### config.mk
export PLATFORM = sky130hd
export DESIGN_NAME = alu_control_muldiv_flat
export DESIGN_NICKNAME = d
export VERILOG_FILES = /design/src/rtl/alu_control_muldiv_if.sv /design/src/rtl/alu_control_muldiv.sv /design/src/flat_wrapper.sv
export SDC_FILE = /design/constraint.sdc
export NUM_CORES = 1
export LEC_CHECK = 0
export CAP_MARGIN = 20
export CORE_MARGIN = 2
export CORE_UTILIZATION = 45
export CTS_BUF_LIST = sky130_fd_sc_hd__clkbuf_16
export DETAILED_ROUTE_END_ITERATION = 10
export PLACE_DENSITY = 0.74
export REMOVE_ABC_BUFFERS = 1
export SYNTH_ARGS = -nofsm -noshare
export SYNTH_HDL_FRONTEND = slang
export SYNTH_SLANG_ARGS = --single-unit
### constraint.sdc
create_clock -name clk -period 5.8 [get_ports clk]
set_input_delay 0.58 -clock clk [delete_from_list [all_inputs] [get_ports clk]]
set_output_delay 0.58 -clock clk [all_outputs]
set_load 0.01 [all_outputs]
### src/rtl/alu_control_muldiv_if.sv
// Decode request, multiply/divide operands and HI/LO results of alu_control_muldiv.
interface alu_control_muldiv_if #(
  parameter int WIDTH = 32
);
  logic [2:0]       ALUOp;
  logic [5:0]       Funct;
  logic             op_valid;
  logic [WIDTH-1:0] src_a;
  logic [WIDTH-1:0] src_b;
  logic [3:0]       alucontrol;
  logic             jr;
  logic             illegal;
  logic             stall;
  logic             done;
  logic [WIDTH-1:0] hi;
  logic [WIDTH-1:0] lo;

  modport master (
    output ALUOp, Funct, op_valid, src_a, src_b,
    input  alucontrol, jr, illegal, stall, done, hi, lo
  );

  modport slave (
    input  ALUOp, Funct, op_valid, src_a, src_b,
    output alucontrol, jr, illegal, stall, done, hi, lo
  );
endinterface

### src/rtl/alu_control_muldiv.sv
// ALU control decoder plus a radix-2 sequential multiply/divide unit feeding HI/LO.
// Define ALU_CONTROL_MULDIV_DIV_EN to build the divider and accept DIV/DIVU.
module alu_control_muldiv #(
  parameter int WIDTH = 32
) (
  input logic                 clk,
  input logic                 reset,
  alu_control_muldiv_if.slave bus
);

  localparam int CNT_W = $clog2(WIDTH);
  localparam logic [CNT_W-1:0] LAST_ITER = CNT_W'(WIDTH - 1);

  localparam logic [2:0] OP_ADD  = 3'd0;
  localparam logic [2:0] OP_SUB  = 3'd1;
  localparam logic [2:0] OP_RFMT = 3'd2;
  localparam logic [2:0] OP_AND  = 3'd3;
  localparam logic [2:0] OP_OR   = 3'd4;

  localparam logic [5:0] F_SLL   = 6'd0;
  localparam logic [5:0] F_SRL   = 6'd2;
  localparam logic [5:0] F_JR    = 6'd8;
  localparam logic [5:0] F_MFHI  = 6'd16;
  localparam logic [5:0] F_MFLO  = 6'd18;
  localparam logic [5:0] F_MULT  = 6'd24;
  localparam logic [5:0] F_MULTU = 6'd25;
`ifdef ALU_CONTROL_MULDIV_DIV_EN
  localparam logic [5:0] F_DIV   = 6'd26;
  localparam logic [5:0] F_DIVU  = 6'd27;
`endif
  localparam logic [5:0] F_ADD   = 6'd32;
  localparam logic [5:0] F_SUB   = 6'd34;
  localparam logic [5:0] F_AND   = 6'd36;
  localparam logic [5:0] F_OR    = 6'd37;
  localparam logic [5:0] F_NOR   = 6'd39;
  localparam logic [5:0] F_SLTU  = 6'd41;
  localparam logic [5:0] F_SLT   = 6'd42;

  typedef enum logic [1:0] {IDLE, MUL, DIV, FIN} state_t;

  function automatic logic [WIDTH-1:0] cond_neg(input logic [WIDTH-1:0] v, input logic neg);
    return neg ? -v : v;
  endfunction

  function automatic logic [2*WIDTH-1:0] cond_neg_wide(input logic [2*WIDTH-1:0] v,
                                                       input logic neg);
    return neg ? -v : v;
  endfunction

  state_t           state, state_next;
  logic [CNT_W-1:0] count;
  logic [3:0]       ctrl;
  logic             jr_dec, illegal_dec;
  logic             is_mul_req, is_div_req, op_signed, a_neg, b_neg, start;
  logic [WIDTH-1:0] acc_hi, acc_lo, opd;
  logic             neg_q;
  logic [WIDTH:0]   mul_sum;
  logic [WIDTH-1:0] res_hi, res_lo;
  logic [WIDTH-1:0] hi_q, lo_q;
  logic             done_q;
`ifdef ALU_CONTROL_MULDIV_DIV_EN
  logic             neg_r, is_div, div_zero, div_ge;
  logic [WIDTH-1:0] dividend, div_diff;
  logic [WIDTH:0]   div_shift;
`endif

  // Decode is purely combinational and independent of the multiply/divide FSM
  always_comb begin
    ctrl        = 4'b0010;
    jr_dec      = 1'b0;
    illegal_dec = 1'b0;
    case (bus.ALUOp)
      OP_ADD: ctrl = 4'b0010;
      OP_SUB: ctrl = 4'b0110;
      OP_AND: ctrl = 4'b0000;
      OP_OR:  ctrl = 4'b0001;
      OP_RFMT: begin
        case (bus.Funct)
          F_ADD:           ctrl = 4'b0010;
          F_SUB:           ctrl = 4'b0110;
          F_AND:           ctrl = 4'b0000;
          F_OR:            ctrl = 4'b0001;
          F_NOR:           ctrl = 4'b1100;
          F_SLT:           ctrl = 4'b0111;
          F_SLTU:          ctrl = 4'b0100;
          F_SLL:           ctrl = 4'b0011;
          F_SRL:           ctrl = 4'b1011;
          F_MULT, F_MULTU: ctrl = 4'b1111;
`ifdef ALU_CONTROL_MULDIV_DIV_EN
          F_DIV, F_DIVU:   ctrl = 4'b1110;
`endif
          F_MFHI, F_MFLO:  ctrl = 4'b1101;
          F_JR: begin
            ctrl   = 4'b0000;
            jr_dec = 1'b1;
          end
          default:         illegal_dec = 1'b1;
        endcase
      end
      default: illegal_dec = 1'b1;
    endcase
  end

  assign is_mul_req = bus.op_valid && (bus.ALUOp == OP_RFMT) &&
                      (bus.Funct == F_MULT || bus.Funct == F_MULTU);
`ifdef ALU_CONTROL_MULDIV_DIV_EN
  assign is_div_req = bus.op_valid && (bus.ALUOp == OP_RFMT) &&
                      (bus.Funct == F_DIV || bus.Funct == F_DIVU);
`else
  assign is_div_req = 1'b0;
`endif
  // Signed variants have even Funct codes (MULT 24, DIV 26)
  assign op_signed = ~bus.Funct[0];
  assign a_neg     = op_signed & bus.src_a[WIDTH-1];
  assign b_neg     = op_signed & bus.src_b[WIDTH-1];
  assign start     = (state == IDLE) && (is_mul_req || is_div_req);

  always_comb begin
    state_next = state;
    case (state)
      IDLE: begin
        if (is_mul_req)      state_next = MUL;
        else if (is_div_req) state_next = DIV;
      end
      MUL, DIV: if (count == LAST_ITER) state_next = FIN;
      FIN:      state_next = IDLE;
      default:  state_next = IDLE;
    endcase
  end

  // Iteration step: shift-add for multiply, restoring subtract for divide
  assign mul_sum = {1'b0, acc_hi} + (acc_lo[0] ? {1'b0, opd} : '0);
`ifdef ALU_CONTROL_MULDIV_DIV_EN
  assign div_shift = {acc_hi, acc_lo[WIDTH-1]};
  assign div_ge    = div_shift >= {1'b0, opd};
  assign div_diff  = div_shift[WIDTH-1:0] - opd;
`endif

  // Operand latch / iteration registers (datapath only, no reset)
  always_ff @(posedge clk) begin
    if (start) begin
      acc_hi <= '0;
      acc_lo <= is_mul_req ? cond_neg(bus.src_b, b_neg) : cond_neg(bus.src_a, a_neg);
      opd    <= is_mul_req ? cond_neg(bus.src_a, a_neg) : cond_neg(bus.src_b, b_neg);
      neg_q  <= a_neg ^ b_neg;
`ifdef ALU_CONTROL_MULDIV_DIV_EN
      neg_r    <= a_neg;
      is_div   <= is_div_req;
      div_zero <= (bus.src_b == '0);
      dividend <= bus.src_a;
`endif
    end else if (state == MUL) begin
      acc_hi <= mul_sum[WIDTH:1];
      acc_lo <= {mul_sum[0], acc_lo[WIDTH-1:1]};
    end
`ifdef ALU_CONTROL_MULDIV_DIV_EN
    else if (state == DIV) begin
      acc_hi <= div_ge ? div_diff : div_shift[WIDTH-1:0];
      acc_lo <= {acc_lo[WIDTH-2:0], div_ge};
    end
`endif
  end

  // FIN: sign correction of magnitude results and the divide special cases
  always_comb begin
    {res_hi, res_lo} = cond_neg_wide({acc_hi, acc_lo}, neg_q);
`ifdef ALU_CONTROL_MULDIV_DIV_EN
    if (is_div) begin
      if (div_zero) begin
        res_lo = '1;
        res_hi = dividend;
      end else begin
        res_lo = cond_neg(acc_lo, neg_q);
        res_hi = cond_neg(acc_hi, neg_r);
      end
    end
`endif
  end

  always_ff @(posedge clk) begin
    if (reset) begin
      state  <= IDLE;
      count  <= '0;
      hi_q   <= '0;
      lo_q   <= '0;
      done_q <= 1'b0;
    end else begin
      state  <= state_next;
      done_q <= (state == FIN);
      count  <= (state == MUL || state == DIV) ? count + CNT_W'(1) : '0;
      if (state == FIN) begin
        hi_q <= res_hi;
        lo_q <= res_lo;
      end
    end
  end

  assign bus.alucontrol = ctrl;
  assign bus.jr         = jr_dec;
  assign bus.illegal    = illegal_dec;
  assign bus.stall      = (state != IDLE);
  assign bus.done       = done_q;
  assign bus.hi         = hi_q;
  assign bus.lo         = lo_q;

endmodule

### src/flat_wrapper.sv
// flat-port wrapper written by rule: the top's interface ports become plain ports
module alu_control_muldiv_flat 
#(
  parameter int WIDTH = 32
)
  (clk, reset, bus_ALUOp, bus_Funct, bus_op_valid, bus_src_a, bus_src_b, bus_alucontrol, bus_jr, bus_illegal, bus_stall, bus_done, bus_hi, bus_lo);
  alu_control_muldiv_if #(.WIDTH(WIDTH)) bus_i ();
  input logic clk;
  input logic reset;
  input wire logic [$bits(bus_i.ALUOp)-1:0] bus_ALUOp;
  input wire logic [$bits(bus_i.Funct)-1:0] bus_Funct;
  input wire logic [$bits(bus_i.op_valid)-1:0] bus_op_valid;
  input wire logic [$bits(bus_i.src_a)-1:0] bus_src_a;
  input wire logic [$bits(bus_i.src_b)-1:0] bus_src_b;
  output wire logic [$bits(bus_i.alucontrol)-1:0] bus_alucontrol;
  output wire logic [$bits(bus_i.jr)-1:0] bus_jr;
  output wire logic [$bits(bus_i.illegal)-1:0] bus_illegal;
  output wire logic [$bits(bus_i.stall)-1:0] bus_stall;
  output wire logic [$bits(bus_i.done)-1:0] bus_done;
  output wire logic [$bits(bus_i.hi)-1:0] bus_hi;
  output wire logic [$bits(bus_i.lo)-1:0] bus_lo;
  assign bus_i.ALUOp = bus_ALUOp;
  assign bus_i.Funct = bus_Funct;
  assign bus_i.op_valid = bus_op_valid;
  assign bus_i.src_a = bus_src_a;
  assign bus_i.src_b = bus_src_b;
  assign bus_alucontrol = bus_i.alucontrol;
  assign bus_jr = bus_i.jr;
  assign bus_illegal = bus_i.illegal;
  assign bus_stall = bus_i.stall;
  assign bus_done = bus_i.done;
  assign bus_hi = bus_i.hi;
  assign bus_lo = bus_i.lo;
  alu_control_muldiv #(.WIDTH(WIDTH)) u_core (.clk(clk), .reset(reset), .bus(bus_i));
endmodule
Word level (Yosys, flattened, before mapping)

Cells that the tools add are included.

Mux-type cells: 17
Add/sub/neg operators: 5
Reductions and logical operators: 18
Bitwise gates (word level): 5
Equality and inequality tests: 23

Operators by type and width:

| kind                  | count |
|---|---|
| $mux W32              | 7 |
| $mux W64              | 1 |
| $neg A32 Y32          | 2 |
| $neg A64 Y64          | 1 |
| $eq A6 B6 Y1 const B  | 7 |
| $pmux W4 S10          | 1 |
| $add A32 B33 Y33      | 1 |
| $eq A6 B5 Y1 const B  | 4 |
| $pmux W4 S4           | 1 |
| $reduce_or A14 Y1     | 1 |
| $reduce_or A2 Y1      | 5 |
| $eq A3 B2 Y1 const B  | 2 |
| $eq A6 B2 Y1 const B  | 1 |
| $eq A6 B4 Y1 const B  | 1 |
| $logic_not A6 Y1      | 1 |
| $pmux W2 S3           | 1 |
| $add A5 B1 Y5 const B | 1 |
| $eq A5 B5 Y1 const B  | 1 |
| $eq A2 B2 Y1 const B  | 2 |
| $mux W2               | 2 |
| $ne A2 B1 Y1 const B  | 2 |
| $reduce_bool A2 Y1    | 2 |
| $reduce_or A4 Y1      | 1 |
| $eq A3 B1 Y1 const B  | 1 |
| 12 further kinds      | 19 |

Bits of input ports: 76
Logic and storage cells: 77
Output and inout port bits: 72
Flip-flop bits (word level): 169

Depth between registers and ports, before layout

Gate-level depths: netlist of run 1.

Word-level depth: 5
Mapped depth: 13

Worst setup path before layout of run 1

Ideal clock, no wire load.

Path type: input to register
Start point: in bus_Funct[5]
End point: reg u_core.neg_q, enable pin
Data required time: 5.390 ns
Data arrival time: 3.002 ns
Buffers on the path: 3
Slack: 2.388 ns
Stages on the path: 8
Path through: clkbuf_1 nor2_1 nand2_1 nor4_1 nand2_1 inv_2 clkbuf_1 buf_1

Longest elaborated chain between the ends: 4

RTL lines:

| item                   | RTL line                  | source |
|---|---|---|
| start: declaration     | flat_wrapper.sv:11        | `input wire logic [$bits(bus_i.Funct)-1:0] bus_Funct;` |
| $eq A6 B5 Y1           | alu_control_muldiv.sv:105 | `(bus.Funct == F_MULT \|\| bus.Funct == F_MULTU);` |
| $logic_or A1 B1 Y1 *   | alu_control_muldiv.sv:105 |  |
| $logic_and A1 B1 Y1 *  | alu_control_muldiv.sv:104 | `assign is_mul_req = bus.op_valid && (bus.ALUOp == OP_RFMT) &&` |
| $logic_and A1 B1 Y1 *  | alu_control_muldiv.sv:116 | `assign start = (state == IDLE) && (is_mul_req \|\| is_div_req);` |
| named net u_core.start | alu_control_muldiv.sv:54  | `logic is_mul_req, is_div_req, op_signed, a_neg, b_neg, start;` |
| end signal: assignment | alu_control_muldiv.sv:145 | `neg_q <= a_neg ^ b_neg;` |
| end: declaration       | alu_control_muldiv.sv:56  | `logic neg_q;` |

The timed path passes the listed nets; every way through them passes the cells marked *.
A chain may end at the register's enable or synchronous reset.

Worst setup path after layout of run 1

Start point: in bus_Funct[0]
End point: out bus_alucontrol[2]

Longest elaborated chain between the ends: 4

RTL lines:

| item                                       | RTL line                 | source |
|---|---|---|
| $eq A6 B6 Y1, or another cell as far along | alu_control_muldiv.sv:78 | `case (bus.Funct)` |
| $reduce_or A2 Y1 (no line)                 | n/a                      |  |
| $pmux W4 S10 *                             | alu_control_muldiv.sv:78 |  |
| $pmux W4 S4 *                              | alu_control_muldiv.sv:72 | `case (bus.ALUOp)` |
| end: declaration                           | flat_wrapper.sv:15       | `output wire logic [$bits(bus_i.alucontrol)-1:0] bus_alucontrol;` |

Every way passes the cells marked *; elsewhere a longest branch is shown, timed or not.

==> results.toml, run 1 <==
[grt]
grt_max_degree = 71
grt_pass1_wl_um = 50500
use_met1 = 0.338
antenna_found_initial = 1
grt_most_used_layer = "met2"
grt_use_total = 0.243
grt_pass1_vias = 9523
gr-total-overflow = 0
gr-usage-met3 = 0.0396
use_met2 = 0.387

[setup_path]
critical_path_class = "input port to primary output"
crit_chain = "clkdlybuf4s50_1 > inv_1 > or2_2 > nand2b_1 > o211ai_1 > o31ai_1 > nand2_1 > mux2_2 > nor2_1 > clkdlybuf4s50_1"
critPathArrivalTime_ns = 3.19
rr_worst_depth = 8
r2r-end = "u_core.bus.hi[21]"
cp_max_fo = 14
cpMostUsedCell = "clkdlybuf4s50_1"
cp_slowest_cell = "clkdlybuf4s50_1"
startpoint_type = "input port"
critPathMaxStageDelay_ns = 0.79
rrSetupSlack_ns = 2.11
required_ns = 5.22
critPathLaunch = "bus_Funct[0]"
end_kind = "primary output"
reg2reg_from = "u_core.acc_lo[4]"

[floorplanning]
start_util = 0.459
die_y_um = 162
die_w_um = 162
io_pins = 148
core_sq_um = 24400
dieArea_sq_um = 26100
rows = 57

[sta]
worst_slew_pin_slew_ns = 1.08
maxSlewHeadroom = 0.279
fin_setup_tns_ns = 0
setup_viol = 0
post-route-min-period_ns = 3.77
setup_slack_ns = 2.03
min_period_over_period = 0.650
hold_viol_final = 0
fmax_mhz = 265
slew_viol_final = 0
fin_skew_ns = 0.0135
rsz0062_at_grt = "false"

[final_layout]
drive_above_1_share = 0.0497
fin_nets = 1574
fill_cells = 2330
area_growth_pct = 20.6
final_area_sq_um = 13500
instances_no_fill = 1794

[clock_tree]
htree_levels = 4
cts_tree = "built"
cts_made_buffers = 17
clkTransAtPathRegs_ns = 0.07
cts_sinks = 169
clk_latency_ns = 0.43
postCtsSetupBuffers = 0
clockBufferDepth = 2
cts.repair.resized = 0
cts-hold-fix-buffers = 0
root_buffer = "clkbuf_16"

[hold_path]
holdCritStartpoint = "u_core.bus.hi[19]"
worstHoldPathType = "flip-flop to flip-flop"
whs_endpoint = "u_core.bus.hi[19]"
holdPathStages = 2

[synthesis]
ys.flop_type = "dfxtp_1"
synth-edff-count = 65
synth.area.top_cells = "dfxtp_1, edfxtp_1, xor2_1"
netlist.area_leader.share = 0.186
async_flop_share = 0
seq_area_frac_synth = 0.361
synth_top_area_cell = "dfxtp_1"
synth_area_sq_um = 11200
ys_ff_latch = 169
syn-instance-count = 1350
synth.distinct_cells = 63
syn_area_per_cell_sq_um = 8.28
yosysWarnings = 0

[detailed_routing]
first_pass_iters = 5
drt_wl_total_um = 32100
drt_iter0_drc = 985
vias = 10400
via_per_inst = 5.80
drc = 0
post_drt_wl_per_cell_um = 17.9
ant_nets = 0

[placed_design]
dpl.hpwl_um = 24800
place.gp.congestion = 0.954
io_buffers = 147
place_area_sq_um = 12900
dpl_worst_slack_ns = 1.90
placed_cells = 1761

[power]
ir_drop_mv = 0.175
power_leakage_uw = 0.00489
p_per_area_nw_per_um2 = 304
p_total_uw = 4100

[job]
max_cap_viol_count = 0

[run_status]
status = "finished clean"
## sequential cells by signal (all words and copies together) (netlist names)
register	flops
u_core.acc_hi	32
u_core.acc_lo	32
u_core.bus.done	1
u_core.bus.hi	32
u_core.bus.lo	32
u_core.count	5
u_core.neg_q	1
u_core.opd	32
u_core.state	2
## how the worst max path moves through the flow
stage	endpoint	slack [ns]	cells after the start
4_1_cts	bus_alucontrol[2]	2.04	10
6_report	bus_alucontrol[2]	2.03	10
5_1_grt	u_core.acc_hi[31]	1.85	11
3_3_place_gp	u_core.acc_lo[23]	1.92	9
3_5_place_dp	u_core.acc_lo[23]	1.90	9
2_1_floorplan	u_core.opd[26]	-0.28	4
## report_power, final
part / total [uW] / switching [uW] / leakage [uW] / internal, uW
clock: 1190 / 532 / 0.000297 / 655
combinational: 1280 / 729 / 0.00316 / 550
sequential: 1630 / 261 / 0.00144 / 1370
total: 4100 / 1520 / 0.00489 / 2580
## cell usage in the layout, fill, tap and decap left out, types with 5 or more instances in the layout
| cell | instances |
|---|---|
| nor2_1 | 164 |
| or2_2 | 8 |
| mux2i_1 | 24 |
| o41ai_1 | 12 |
| mux2_2 | 9 |
| ha_1 | 40 |
| inv_1 | 29 |
| edfxtp_1 | 65 |
| nor3_1 | 29 |
| or4_1 | 19 |
| nor3b_1 | 6 |
| o21ai_0 | 88 |
| o31ai_1 | 29 |
| buf_4 | 9 |
| or3_1 | 18 |
| nand3_1 | 26 |
| o21ai_1 | 5 |
| inv_6 | 6 |
| xor2_1 | 83 |
| nand2_1 | 140 |
| dfxtp_1 | 104 |
| clkdlybuf4s50_1 | 146 |
| nor2b_1 | 8 |
| nand2b_1 | 16 |
| a21oi_1 | 99 |
| a211oi_1 | 45 |
| clkbuf_16 | 17 |
| a21o_1 | 16 |
| xnor2_1 | 60 |
| o211ai_1 | 7 |
| a31oi_1 | 7 |
| o21bai_1 | 8 |
| nand4_1 | 14 |
| nor4_1 | 17 |
| and2_1 | 37 |
## stage by stage
stage / utilization / hold WS, ns
floorplan: - / 0.418
global placement: 0.528 / 0.430
detailed placement: 0.528 / 0.442
CTS: 0.553 / 0.453
global route: 0.553 / 0.470
finish: 0.553 / 0.448
## worst max-delay path: cells and delay by family
| family | cells | cell delay [ns] |
|---|---|---|
| mux | 1 | 0.27 |
| buf+inv | 3 | 1.53 |
| compound gates | 2 | 0.20 |
| simple gates | 4 | 0.61 |
## synthesized netlist by cell type (4+ instances only)
cell type / number
nor2_1: 164
nand2_1: 140
dfxtp_1: 104
a21oi_1: 99
o21ai_0: 88
xor2_1: 83
edfxtp_1: 65
clkbuf_1: 63
xnor2_1: 60
a211oi_1: 45
ha_1: 41
and2_1: 37
inv_1: 29
nor3_1: 29
o31ai_1: 29
nand3_1: 26
mux2i_1: 24
or4_1: 19
nor4_1: 18
or3_1: 18
a21o_1: 16
nand2b_1: 16
nand4_1: 14
o41ai_1: 12
mux2_2: 9
nor2b_1: 8
o21bai_1: 8
or2_2: 8
a31oi_1: 7
o211ai_1: 7
nor3b_1: 6
o21ai_1: 5
and3_1: 4
buf_1: 4
o31a_1: 4
## layer usage
layer / vias to the layer above / share of wire
met5: - / 0
met3: 49 / 0.076
li1: 5071 / -
met4: 0 / 0.023
met2: 429 / 0.45
met1: 4856 / 0.45
## cell type report
cell class,instances,area [sq um],share of cell area
Clock inverter,15,179,0.0133
Inverter,31,116,0.00863
Tap cell,324,405,0.0301
Antenna cell,1,2.50,0.000186
Multi-Input combinational cell,1081,6790,0.504
Sequential cell,169,4030,0.299
Timing Repair Buffer,156,1530,0.114
Clock buffer,17,425,0.0315
## kinds of logic after synthesis
kind of cell	synth area share
AOI/OAI and AO/OA	0.193
xor gates and xnor gates	0.112
adders and majority gates	0.0477
buffers and inverters	0.0338
DFF	0.361
muxes	0.0305
and+or+nand+nor	0.223
No activity file was read; power rests on OpenSTA's default activity.
==> run 2: changes to the inputs <==
Clock period 5.8 ns to 3.7 ns, I/O delays scaled along.
==> run 2 against run 1 <==
  * Non-clock buffer count rose by 16
  * Register-to-register slack got worse by 1.7 ns
  * Via count down 0.74%
  * Design area up 1.0%
  * Final cell count increased by 0.84%
  * Routed wire length rose by 0.13%
  * Critical endpoint is now u_core.acc_hi[31]
  * Sequential power up 56%
  * Clock skew rose by 0.0044 ns
==> results.toml, run 2 (same netlist as run 1, synthesis figures left out) <==
[sta]
hold_viol_final = 0
whs_ns = 0.449
fin_skew_ns = 0.0179
min_period_over_period = 0.895
maxSlewHeadroom = 0.447
post-route-min-period_ns = 3.31
fmax_mhz = 302
slew_viol_final = 0
rsz0062_at_grt = "false"
fin_setup_tns_ns = 0
setup_viol = 0
setup_slack_ns = 0.390
worst_slew_pin_slew_ns = 0.829

[final_layout]
antenna_cells = 0
drive_above_1_share = 0.0579
final_common_cell = "nor2_1"
fin_nets = 1590
layout_common_cells = "nor2_1, clkdlybuf4s50_1, nand2_1, dfxtp_1, a21oi_1"
area_growth_pct = 21.8

[hold_path]
holdCritStartpoint = "u_core.bus.hi[21]"
worstHoldPathType = "flip-flop to flip-flop"
holdPathStages = 2
whs_endpoint = "u_core.bus.hi[21]"

[floorplanning]
core_sq_um = 24400
start_util = 0.459
dieArea_sq_um = 26100
die_y_um = 162
die_w_um = 162
io_pins = 148
rows = 57

[clock_tree]
cts_made_buffers = 17
cts.repair.resized = 0
postCtsSetupBuffers = 0
cts_tree = "built"
clkTransAtPathRegs_ns = 0.07
root_buffer = "clkbuf_16"
cts_sinks = 169
clockBufferDepth = 2
clk_latency_ns = 0.44
htree_levels = 4
cts-hold-fix-buffers = 0

[detailed_routing]
first_pass_iters = 5
drt_wl_total_um = 32200
post_drt_wl_per_cell_um = 17.8
ant_nets = 0
via_per_inst = 5.71
vias = 10300
drc = 0
drt_iter0_drc = 978

[setup_path]
end_kind = "flip-flop"
r2r-end = "u_core.acc_hi[31]"
critPathArrivalTime_ns = 3.64
critical_path_class = "flip-flop to flip-flop"
required_ns = 4.03
rr_worst_depth = 11
rrSetupSlack_ns = 0.39
reg2reg_from = "u_core.acc_lo[0]"
cp_max_fo = 31
startpoint_type = "flip-flop"

[run_status]
status = "finished clean"

[grt]
grt_max_degree = 78
antenna_found_initial = 0
grt_pass1_vias = 9591
grt_pass1_wl_um = 50700
gr-total-overflow = 0
grt_use_total = 0.244

[placed_design]
dpl.hpwl_um = 25000
place.gp.congestion = 0.906
io_buffers = 147
dpl_worst_slack_ns = 0.0927

[power]
power_leakage_uw = 0.00498
ir_drop_mv = 0.291
p_per_area_nw_per_um2 = 468

[job]
max_cap_viol_count = 0
==> run 2: area by class of cell <==
class / instances / area (sq um)
clock buffers: 17 / 425
clock inverters: 15 / 164
fillers: 2277 / 10800
inverters: 31 / 116
multi-input cells: 1081 / 6790
flip-flops and latches: 169 / 4030
well taps: 324 / 405
repair buffers: 172 / 1690
==> run 2: report_power, final <==
group | internal [uW] | switching [uW]
sequential | 2150 | 395
clock | 1010 | 814
combinational | 873 | 1140
total | 4030 | 2350
==> run 2: through the flow <==
| step | area (sq um) | utilization | cells | total power [uW] |
|---|---|---|---|---|
| finish | 13600 | 0.559 | 1809 | 6380 |
| global route | 13600 | 0.559 | 1809 | 6720 |
| CTS | 13600 | 0.559 | 1809 | 6360 |
| detailed placement | 13000 | 0.535 | 1777 | 4550 |
| global placement | 13000 | 0.535 | 1777 | 4530 |
| floorplan | 10900 | - | 1281 | 3890 |
==> run 2: worst max path at each step <==
stage | slack, ns | to | cells after the start | start
2_1_floorplan | -2.17 | u_core.opd[26] | 4 | bus_Funct[2]
3_3_place_gp | 0.11 | u_core.opd[27] | 9 | bus_src_a[14]
3_5_place_dp | 0.09 | u_core.opd[28] | 9 | bus_src_a[14]
4_1_cts | 0.40 | u_core.acc_hi[31] | 11 | u_core.acc_lo[0]
5_1_grt | 0.08 | u_core.acc_hi[31] | 11 | u_core.acc_lo[0]
6_report | 0.39 | u_core.acc_hi[31] | 11 | u_core.acc_lo[0]
==> run 2: worst max-delay path: stages (launching register included) <==
cell      delay, ns
edfxtp_1       0.51
buf_12         0.21
and2_1         0.17
fa_1           0.45
a211oi_1       0.38
o21ai_0        0.25
nand3_1        0.16
nand3_1        0.17
a221oi_1       0.44
o21ai_0        0.15
a211oi_1       0.25
nor2_1         0.07
==> run 2: per-layer routing <==
| metal | up-vias | part of all wire | GRT usage | routed length (um) |
|---|---|---|---|---|
| met4 | 0 | 0.030 | 0.0953 | 977 |
| met5 | - | 0 | 0 | 0 |
| met3 | 55 | 0.073 | 0.0488 | 2360 |
| met1 | 4801 | 0.45 | 0.341 | 14600 |
| li1 | 5087 | - | - | - |
| met2 | 385 | 0.44 | 0.374 | 14200 |
